**src/rtl/common_pkg.sv**
```systemverilog
// Shared types and constants for the RV32M multiply/divide sequencer.
package common_pkg;

    typedef enum logic [2:0] {
        MUL    = 3'd0,
        MULH   = 3'd1,
        MULHSU = 3'd2,
        MULHU  = 3'd3,
        DIV    = 3'd4,
        DIVU   = 3'd5,
        REM    = 3'd6,
        REMU   = 3'd7
    } muldiv_op_t;

    localparam int unsigned DIV_ITERATIONS = 32;
    localparam logic [31:0] DIV_BY_ZERO_Q  = 32'hFFFF_FFFF;

    function automatic logic op_is_div(input muldiv_op_t op);
        return (op == DIV) || (op == DIVU) || (op == REM) || (op == REMU);
    endfunction

endpackage

```
**src/rtl/muldiv_ctrl_div_iter.sv**
```systemverilog
// One combinational restoring-division step: shift in a dividend bit, trial-subtract.
module div_iter (
    input  logic [31:0] rem,
    input  logic        dividend_bit,
    input  logic [31:0] divisor,
    output logic [31:0] rem_next,
    output logic        q_bit
);

    logic [32:0] shifted;
    logic [32:0] diff;

    // rem < divisor, so a non-negative difference always fits in 32 bits and bit 32 is the borrow
    always_comb begin
        shifted  = {rem, dividend_bit};
        diff     = shifted - {1'b0, divisor};
        q_bit    = ~diff[32];
        rem_next = q_bit ? diff[31:0] : shifted[31:0];
    end

endmodule

```
**src/rtl/muldiv_ctrl.sv**
```systemverilog
// Multi-cycle RV32M multiply/divide sequencer with request/result handshakes and pipeline stall.
module muldiv_ctrl
    import common_pkg::*;
#(
    parameter int unsigned XLEN = 32
) (
    input  logic            clk,
    input  logic            rst_n,
    input  logic            flush,
    input  logic            req_valid,
    output logic            req_ready,
    input  muldiv_op_t      req_op,
    input  logic [XLEN-1:0] req_a,
    input  logic [XLEN-1:0] req_b,
    output logic            res_valid,
    input  logic            res_ready,
    output logic [XLEN-1:0] res_data,
    output logic            stall
);

    typedef enum logic [2:0] {
        IDLE,
        MUL_EXEC,
        DIV_EXEC,
        DIV_FIX,
        DONE
    } state_t;

    state_t          state;
    state_t          state_next;
    muldiv_op_t      op_q;
    logic [XLEN-1:0] opa_q;
    logic [XLEN-1:0] opb_q;
    logic [XLEN-1:0] rem_q;
    logic [XLEN-1:0] res_q;
    logic [4:0]      cnt_q;
    logic            q_neg_q;
    logic            r_neg_q;

    logic            accept;
    logic            req_div;
    logic            req_sdiv;
    logic            b_zero;
    logic            sdiv_ovf;
    logic            special;
    logic [XLEN-1:0] special_res;
    logic [XLEN-1:0] abs_a;
    logic [XLEN-1:0] abs_b;

    logic            mul_sa;
    logic            mul_sb;
    logic signed [63:0] mul_a;
    logic signed [63:0] mul_b;
    logic [63:0]     prod;
    logic [XLEN-1:0] mul_res;

    logic [XLEN-1:0] iter_rem;
    logic            iter_qbit;
    logic [XLEN-1:0] fix_res;

    assign req_ready = (state == IDLE);
    assign stall     = (state != IDLE);
    assign res_valid = (state == DONE);
    assign res_data  = res_q;
    assign accept    = req_valid && req_ready && !flush;

    always_comb begin
        req_div     = op_is_div(req_op);
        req_sdiv    = (req_op == DIV) || (req_op == REM);
        b_zero      = (req_b == '0);
        sdiv_ovf    = req_sdiv && (req_a == 32'h8000_0000) && (req_b == '1);
        special     = req_div && (b_zero || sdiv_ovf);
        abs_a       = (req_sdiv && req_a[XLEN-1]) ? -req_a : req_a;
        abs_b       = (req_sdiv && req_b[XLEN-1]) ? -req_b : req_b;
        special_res = '0;
        if (b_zero) begin
            special_res = ((req_op == DIV) || (req_op == DIVU)) ? DIV_BY_ZERO_Q : req_a;
        end else if (req_op == DIV) begin
            special_res = 32'h8000_0000;
        end
    end

    // Operands are sign/zero-extended to 33 bits; only the low 64 product bits are ever returned
    always_comb begin
        mul_sa  = (op_q == MUL) || (op_q == MULH) || (op_q == MULHSU);
        mul_sb  = (op_q == MUL) || (op_q == MULH);
        mul_a   = 64'($signed({mul_sa & opa_q[XLEN-1], opa_q}));
        mul_b   = 64'($signed({mul_sb & opb_q[XLEN-1], opb_q}));
        prod    = mul_a * mul_b;
        mul_res = (op_q == MUL) ? prod[31:0] : prod[63:32];
    end

    div_iter u_div_iter (
        .rem          (rem_q),
        .dividend_bit (opa_q[XLEN-1]),
        .divisor      (opb_q),
        .rem_next     (iter_rem),
        .q_bit        (iter_qbit)
    );

    always_comb begin
        if ((op_q == DIV) || (op_q == DIVU)) begin
            fix_res = q_neg_q ? -opa_q : opa_q;
        end else begin
            fix_res = r_neg_q ? -rem_q : rem_q;
        end
    end

    always_comb begin
        state_next = state;
        if (flush) begin
            state_next = IDLE;
        end else begin
            case (state)
                IDLE: begin
                    if (req_valid) begin
                        if (!req_div)     state_next = MUL_EXEC;
                        else if (special) state_next = DONE;
                        else              state_next = DIV_EXEC;
                    end
                end
                MUL_EXEC: state_next = DONE;
                DIV_EXEC: if (cnt_q == '0) state_next = DIV_FIX;
                DIV_FIX:  state_next = DONE;
                DONE:     if (res_ready) state_next = IDLE;
                default:  state_next = IDLE;
            endcase
        end
    end

    always_ff @(posedge clk or negedge rst_n) begin
        if (!rst_n) state <= IDLE;
        else        state <= state_next;
    end

    // During DIV_EXEC opa_q doubles as the dividend/quotient shift register
    always_ff @(posedge clk or negedge rst_n) begin
        if (!rst_n) begin
            op_q    <= MUL;
            opa_q   <= '0;
            opb_q   <= '0;
            rem_q   <= '0;
            res_q   <= '0;
            cnt_q   <= '0;
            q_neg_q <= 1'b0;
            r_neg_q <= 1'b0;
        end else begin
            case (state)
                IDLE: begin
                    if (accept) begin
                        op_q <= req_op;
                        if (req_div) begin
                            opa_q   <= abs_a;
                            opb_q   <= abs_b;
                            rem_q   <= '0;
                            cnt_q   <= 5'(DIV_ITERATIONS - 1);
                            q_neg_q <= req_sdiv && (req_a[XLEN-1] ^ req_b[XLEN-1]);
                            r_neg_q <= req_sdiv && req_a[XLEN-1];
                            if (special) res_q <= special_res;
                        end else begin
                            opa_q <= req_a;
                            opb_q <= req_b;
                        end
                    end
                end
                MUL_EXEC: res_q <= mul_res;
                DIV_EXEC: begin
                    rem_q <= iter_rem;
                    opa_q <= {opa_q[XLEN-2:0], iter_qbit};
                    if (cnt_q != '0) cnt_q <= cnt_q - 5'd1;
                end
                DIV_FIX: res_q <= fix_res;
                default: ;
            endcase
        end
    end

endmodule

```
**config.mk**
```make
export PLATFORM = sky130hd
export DESIGN_NAME = muldiv_ctrl
export DESIGN_NICKNAME = d
export VERILOG_FILES = /design/src/rtl/common_pkg.sv /design/src/rtl/muldiv_ctrl_div_iter.sv /design/src/rtl/muldiv_ctrl.sv
export SDC_FILE = /design/constraint.sdc
export NUM_CORES = 2
export LEC_CHECK = 0
export CAP_MARGIN = 40
export CORE_MARGIN = 4
export CORE_UTILIZATION = 45
export DETAILED_ROUTE_END_ITERATION = 16
export GPL_TIMING_DRIVEN = 1
export MAX_ROUTING_LAYER = met4
export PLACE_DENSITY = 0.62
export SLEW_MARGIN = 20
export SYNTH_ARGS = -nofsm -noshare
export SYNTH_HDL_FRONTEND = slang
export SYNTH_SLANG_ARGS = --single-unit
```
**constraint.sdc**
```tcl
create_clock -name clk -period 26.8 [get_ports clk]
set_input_delay 4.02 -clock clk [delete_from_list [all_inputs] [get_ports clk]]
set_output_delay 4.02 -clock clk [all_outputs]
set_load 0.03 [all_outputs]
```
======== Word level (Yosys, flattened, before mapping) ========
Index checks and enable logic that the tools add are counted.
storage, ports and cells
  logic and storage cells ................. 106
  register bits after elaboration ......... 141
  input port bits ......................... 72
  output and inout bits ................... 35
cells by class
  multiply operators ...................... 1
  add/sub/neg operators ................... 6
  equal/unequal tests ..................... 21
  mux-type cells .......................... 32
  reduce and logical (&&, ||, !) cells .... 33
  bitwise operators ....................... 4
operators by type and width
  cell                    number
  $mux W32                18
  $neg A32 Y32            4
  $pmux W32 S2            2
  $pmux W32 S3            1
  $eq A32 B32 Y1 const B  2
  $mul A33 B33 Y64        1
  $sub A33 B32 Y33        1
  $logic_not A32 Y1       1
  $eq A3 B3 Y1 const B    7
  $mux W3                 6
  $mux W5                 3
  $pmux W3 S4             1
  $pmux W5 S2             1
  $eq A3 B2 Y1 const B    3
  $reduce_and A3 Y1       3
  $logic_and A1 B1 Y1     8
  $logic_or A1 B1 Y1      8
  $reduce_and A4 Y1       2
  $eq A3 B1 Y1 const B    2
  $logic_not A3 Y1        2
  $ne A2 B1 Y1 const B    3
  $ne A3 B3 Y1 const B    2
  $reduce_bool A3 Y1      2
  $logic_not A5 Y1        1
  11 further kinds        13

======== Depth between registers and ports, before layout ========
  depth after elaboration ................. 11
  mapped depth ............................ 33
  gate-level depth less buffers ........... 30

======== Hierarchy ========
Synthesis repeated with hierarchy kept, for this count alone.
unflattened totals
  cells, all modules ...................... 5672
  area, all modules ....................... 49607.6 um^2
by module, submodules not included
  module       area each (um^2)  cells each  times used  sequential area each (um^2)
  muldiv_ctrl  47249.1           5367        1           3528.4
  div_iter     2358.5            305         1           0.0

======== Worst setup path before layout ========
OpenSTA, ideal clock, no wires.
  kind .................................... reg-to-reg
  start point ............................. reg opa_q[31]
  end point ............................... reg res_q[29] (netlist: res_data[29])
  path buffers ............................ 4
  clock period less this slack ............ 8610 ps
  path slack .............................. 18190 ps
  setup time .............................. 87 ps
  cell stages (with the launch flop) ...... 30
  arrival ................................. 8523 ps
  required time ........................... 26713 ps
  cell sequence ........................... dfrtp_1 > clkbuf_8 > inv_1 > a211oi_1 > clkbuf_1 > clkbuf_1 > nand2_1 > fa_1 > fa_1 > inv_1 > fa_1 > inv_1 > fa_1 > inv_1 > fa_1 > fa_1 > inv_1 > fa_1 > fa_1 > inv_1 > ha_1 > clkbuf_1 > and3_1 > nand2_1 > or3_1 > o21ba_2 > a311oi_1 > a31oi_1 > xor2_1 > o211ai_1
between the ends
  cells in the longest elaborated chain, start to end .. 4
ends and longest elaborated chain
  element                 RTL line            source
  from (decl)             muldiv_ctrl.sv:32   logic [XLEN-1:0] opa_q;
  from (signal assigned)  muldiv_ctrl.sv:153  opa_q <= abs_a;
  from (signal assigned)  muldiv_ctrl.sv:161  opa_q <= req_a;
  from (signal assigned)  muldiv_ctrl.sv:169  opa_q <= {opa_q[XLEN-2:0], iter_qbit};
  $and A1 B1 Y1           muldiv_ctrl.sv:87   mul_a = 64'($signed({mul_sa & opa_q[XLEN-1], opa_q}));
  $mul A33 B33 Y64 *      muldiv_ctrl.sv:89   prod = mul_a * mul_b;
  $mux W32 *              muldiv_ctrl.sv:90   mul_res = (op_q == MUL) ? prod[31:0] : prod[63:32];
  $pmux W32 S3 *          muldiv_ctrl.sv:148  case (state)
  to (signal assigned)    muldiv_ctrl.sv:159  if (special) res_q <= special_res;
  to (signal assigned)    muldiv_ctrl.sv:166  MUL_EXEC: res_q <= mul_res;
  to (signal assigned)    muldiv_ctrl.sv:172  DIV_FIX: res_q <= fix_res;
  to (decl)               muldiv_ctrl.sv:35   logic [XLEN-1:0] res_q;
Every way passes the cells marked *; elsewhere a longest branch is shown, timed or not.
A chain may end at the register's enable or synchronous reset.

======== Worst setup path after layout ========
  start point ............................. reg opb_q[1]
  end point ............................... reg res_q[31] (netlist: res_data[31])
between the ends
  cells in the longest elaborated chain, start to end .. 3
ends and longest elaborated chain
  element                 RTL line            source
  from (decl)             muldiv_ctrl.sv:33   logic [XLEN-1:0] opb_q;
  from (signal assigned)  muldiv_ctrl.sv:154  opb_q <= abs_b;
  from (signal assigned)  muldiv_ctrl.sv:162  opb_q <= req_b;
  $mul A33 B33 Y64        muldiv_ctrl.sv:89
  $mux W32                muldiv_ctrl.sv:90
  $pmux W32 S3            muldiv_ctrl.sv:148
Every way passes these cells.

==> flow_summary.ini <==
[clock_tree]
clkLatencyLatePin_ns = 0.49
numClockSinks = 141
cts_buffers = 17
ctsResizeCount = 0
cts_tree = done
cts-root-buf = clkbuf_16
postCtsSetupRepairBufs = 0
htreeDepth = 4
clk_path_buf_depth = 2
ctsHoldBuffers = 0
path_clk_slew_ns = 0.07

[global_routing]
grt_first_pass_wirelength_um = 255100
grt_overflow = 0
antenna_found_initial = 10
grt_pass1_vias = 41720
grt_max_degree = 81
grt_usage_pct = 30.15

[worst_setup_path]
worst_setup_path_end_kind = flip-flop
path_buf_inv = 7
crit_family = adder cells
rr_startpoint = opb_q[1]$_DFFE_PN0P_
slowest_delay_ns = 0.79
path_max_fanout = 27
rr_endpoint = res_data[31]$_DFFE_PN0P_
start_kind = flip-flop
cp.arrival_ns = 9.58
cpMostUsedCell = fa_1
crit_required_ns = 27.21
reg2reg_slack_ns = 17.63
slowest_stage = fa_1
critical_path_class = reg2reg
rr_worst_depth = 25

[sta]
final_hold_viol_count = 0
setup_viol = 0
finalClockSkew_ns = 0.02446
fmaxAchievable_mhz = 109.1
relSlewSlack_pct = 39.34
post-route-period-util_pct = 34.21
worst_pin_slew_ns = 0.9079
post-route-min-period_ns = 9.170
finalSetupTns_ns = 0
slew_viol_final = 0
rsz0062_at_grt = false

[yosys]
synth_area_leaders = fa_1, inv_1, nand2_1
yosys.area.top_type = fa_1
ys_ff_latch = 141
ys_top_cells_by_count = inv_1, fa_1, nand2_1
ys_dominant_reg_cell = dfrtp_1
synth_top_cell_area_share_pct = 45.79
yosysMostFrequentCell = inv_1
synth_edf_count = 0
ys_types = 87
ys_seq_area_share_pct = 7.168
syn_area_um2 = 49230
syn_area_per_cell_um2 = 8.677
synth_fp_nets = 7123
netlist_instances = 5673
yosysWarnings = 0
async_flop_share_pct = 100.0

[floorplan]
start_util_pct = 45.29
fp.dieW_um = 338.7
die_y_um = 338.7
coreArea_um2 = 108700
io_pins = 107
die-area_um2 = 114700
rows = 121

[hold_path]
hp-class = reg2reg
worstHoldStart = cnt_q[4]$_DFFE_PN0P_
hold_depth = 2
min_to = cnt_q[4]$_DFFE_PN0P_

[finish]
syn_to_final_growth_pct = 6.329
nFillCells = 10510
fin_nets = 7029
drive_above_1_share_pct = 3.773

[drt]
drtIter0Drc = 3352
drc = 0
vias = 39270
drtAntennaViolNets = 0
dr.pass1.iters = 6
wl_um = 164600
wl_per_cell_um = 23.48
routed_via_density = 5.602

[run]
drv_cap = 0

[status]
status = finished clean

[place]
gp_congestion = 0.9828
portBuffers = 106
dp_hpwl_um = 130600
==> sequential cells by signal (all words and copies together) (netlist names) <==
signal,count
opa_q,32
opb_q,32
rem_q,32
res_data,32
cnt_q,5
op_q,3
state,3
q_neg_q,1
r_neg_q,1
==> cell families (layout without fill, tap and decap cells) <==
logic type | after synthesis | count (layout) | share of synthesized area, %
buf+inv | 1568 | 1487 | 12.15
xor+xnor | 223 | 223 | 3.968
mux | 22 | 22 | 0.4473
simple gates | 1647 | 1647 | 15.34
compound gates | 694 | 694 | 8.728
fa+ha+maj | 1378 | 1378 | 52.20
flops | 141 | 141 | 7.168
other cells | 0 | 4 | 0
==> layer usage <==
layer	GRT usage (%)	up-vias	wire length [µm]
met5	-	-	0
met4	12.53	0	8605
met3	5.245	343	13030
met2	47.70	1554	77370
met1	38.60	20540	65580
li1	-	16830	-
==> stage by stage <==
stage          cell area, µm²  setup WS (ns)  cells  hold slack, ns  utilization (%)
6_report                52340          17.63   7010          0.5418            48.15
5_1_grt                 52340          17.13   7008          0.5552            48.15
4_1_cts                 52280          17.63   7002          0.5426            48.09
3_5_place_dp            51700          17.67   6970          0.5271            47.56
3_3_place_gp            51530          17.23   6960          0.5123            47.41
2_1_floorplan           49230          18.19   5673          0.4890                -
==> how the worst max path moves through the flow <==
stage,cells after the start,slack [ns],from,end
finish,25,17.63,opb_q[1]$_DFFE_PN0P_,res_data[31]$_DFFE_PN0P_
global route,27,17.13,opa_q[31]$_DFFE_PN0P_,res_data[31]$_DFFE_PN0P_
CTS,25,17.63,opb_q[1]$_DFFE_PN0P_,res_data[31]$_DFFE_PN0P_
detailed placement,25,17.67,opb_q[1]$_DFFE_PN0P_,res_data[31]$_DFFE_PN0P_
global placement,24,17.23,op_q[1]$_DFFE_PN0P_,res_data[31]$_DFFE_PN0P_
floorplan,29,18.19,opa_q[31]$_DFFE_PN0P_,res_data[29]$_DFFE_PN0P_
==> cell usage in the layout (no fill, tap or decap), drive strengths merged, types with 34 or more instances in the layout <==
cell and instances:
nand2 952, o21ai 247, fa 1126, o211ai 35, inv 1241, xor2 108, dfrtp 141, a21o 53
a22oi 34, clkdlybuf4s50 105, buf 116, a21oi 165, nor2 198, xnor2 115, and2 272, ha 252
==> worst reg2reg max path, stage by stage (launching register included) <==
cell and delay [ns]:
dfrtp_1 0.53, buf_4 0.32, and2_1 0.25, fa_1 0.50, inv_1 0.14, fa_1 0.56
inv_1 0.07, fa_1 0.79, inv_1 0.32, fa_1 0.68, inv_1 0.48, fa_1 0.55
fa_1 0.52, fa_1 0.50, inv_1 0.05, fa_1 0.47, inv_1 0.04, ha_1 0.37
and3_1 0.22, a221o_1 0.32, a21oi_1 0.16, o21ai_1 0.15, a221oi_1 0.49, nor4_1 0.12
or4_1 0.41, nand3_1 0.10
==> final cells by class <==
class,instances,area (µm²),share of cell area (%)
multi-input combinational,3964,39770,75.99
inverter,1232,4624,8.835
sequential,141,3531,6.746
timing repair buffer,223,2057,3.930
tap,1414,1769,3.380
clock buffer,18,429.2,0.8199
clock inverter,14,147.6,0.2821
antenna,4,10.01,0.01912
Power is not shown: default switching activity piles up to over one toggle a cycle in this logic, so the estimate is an artifact.
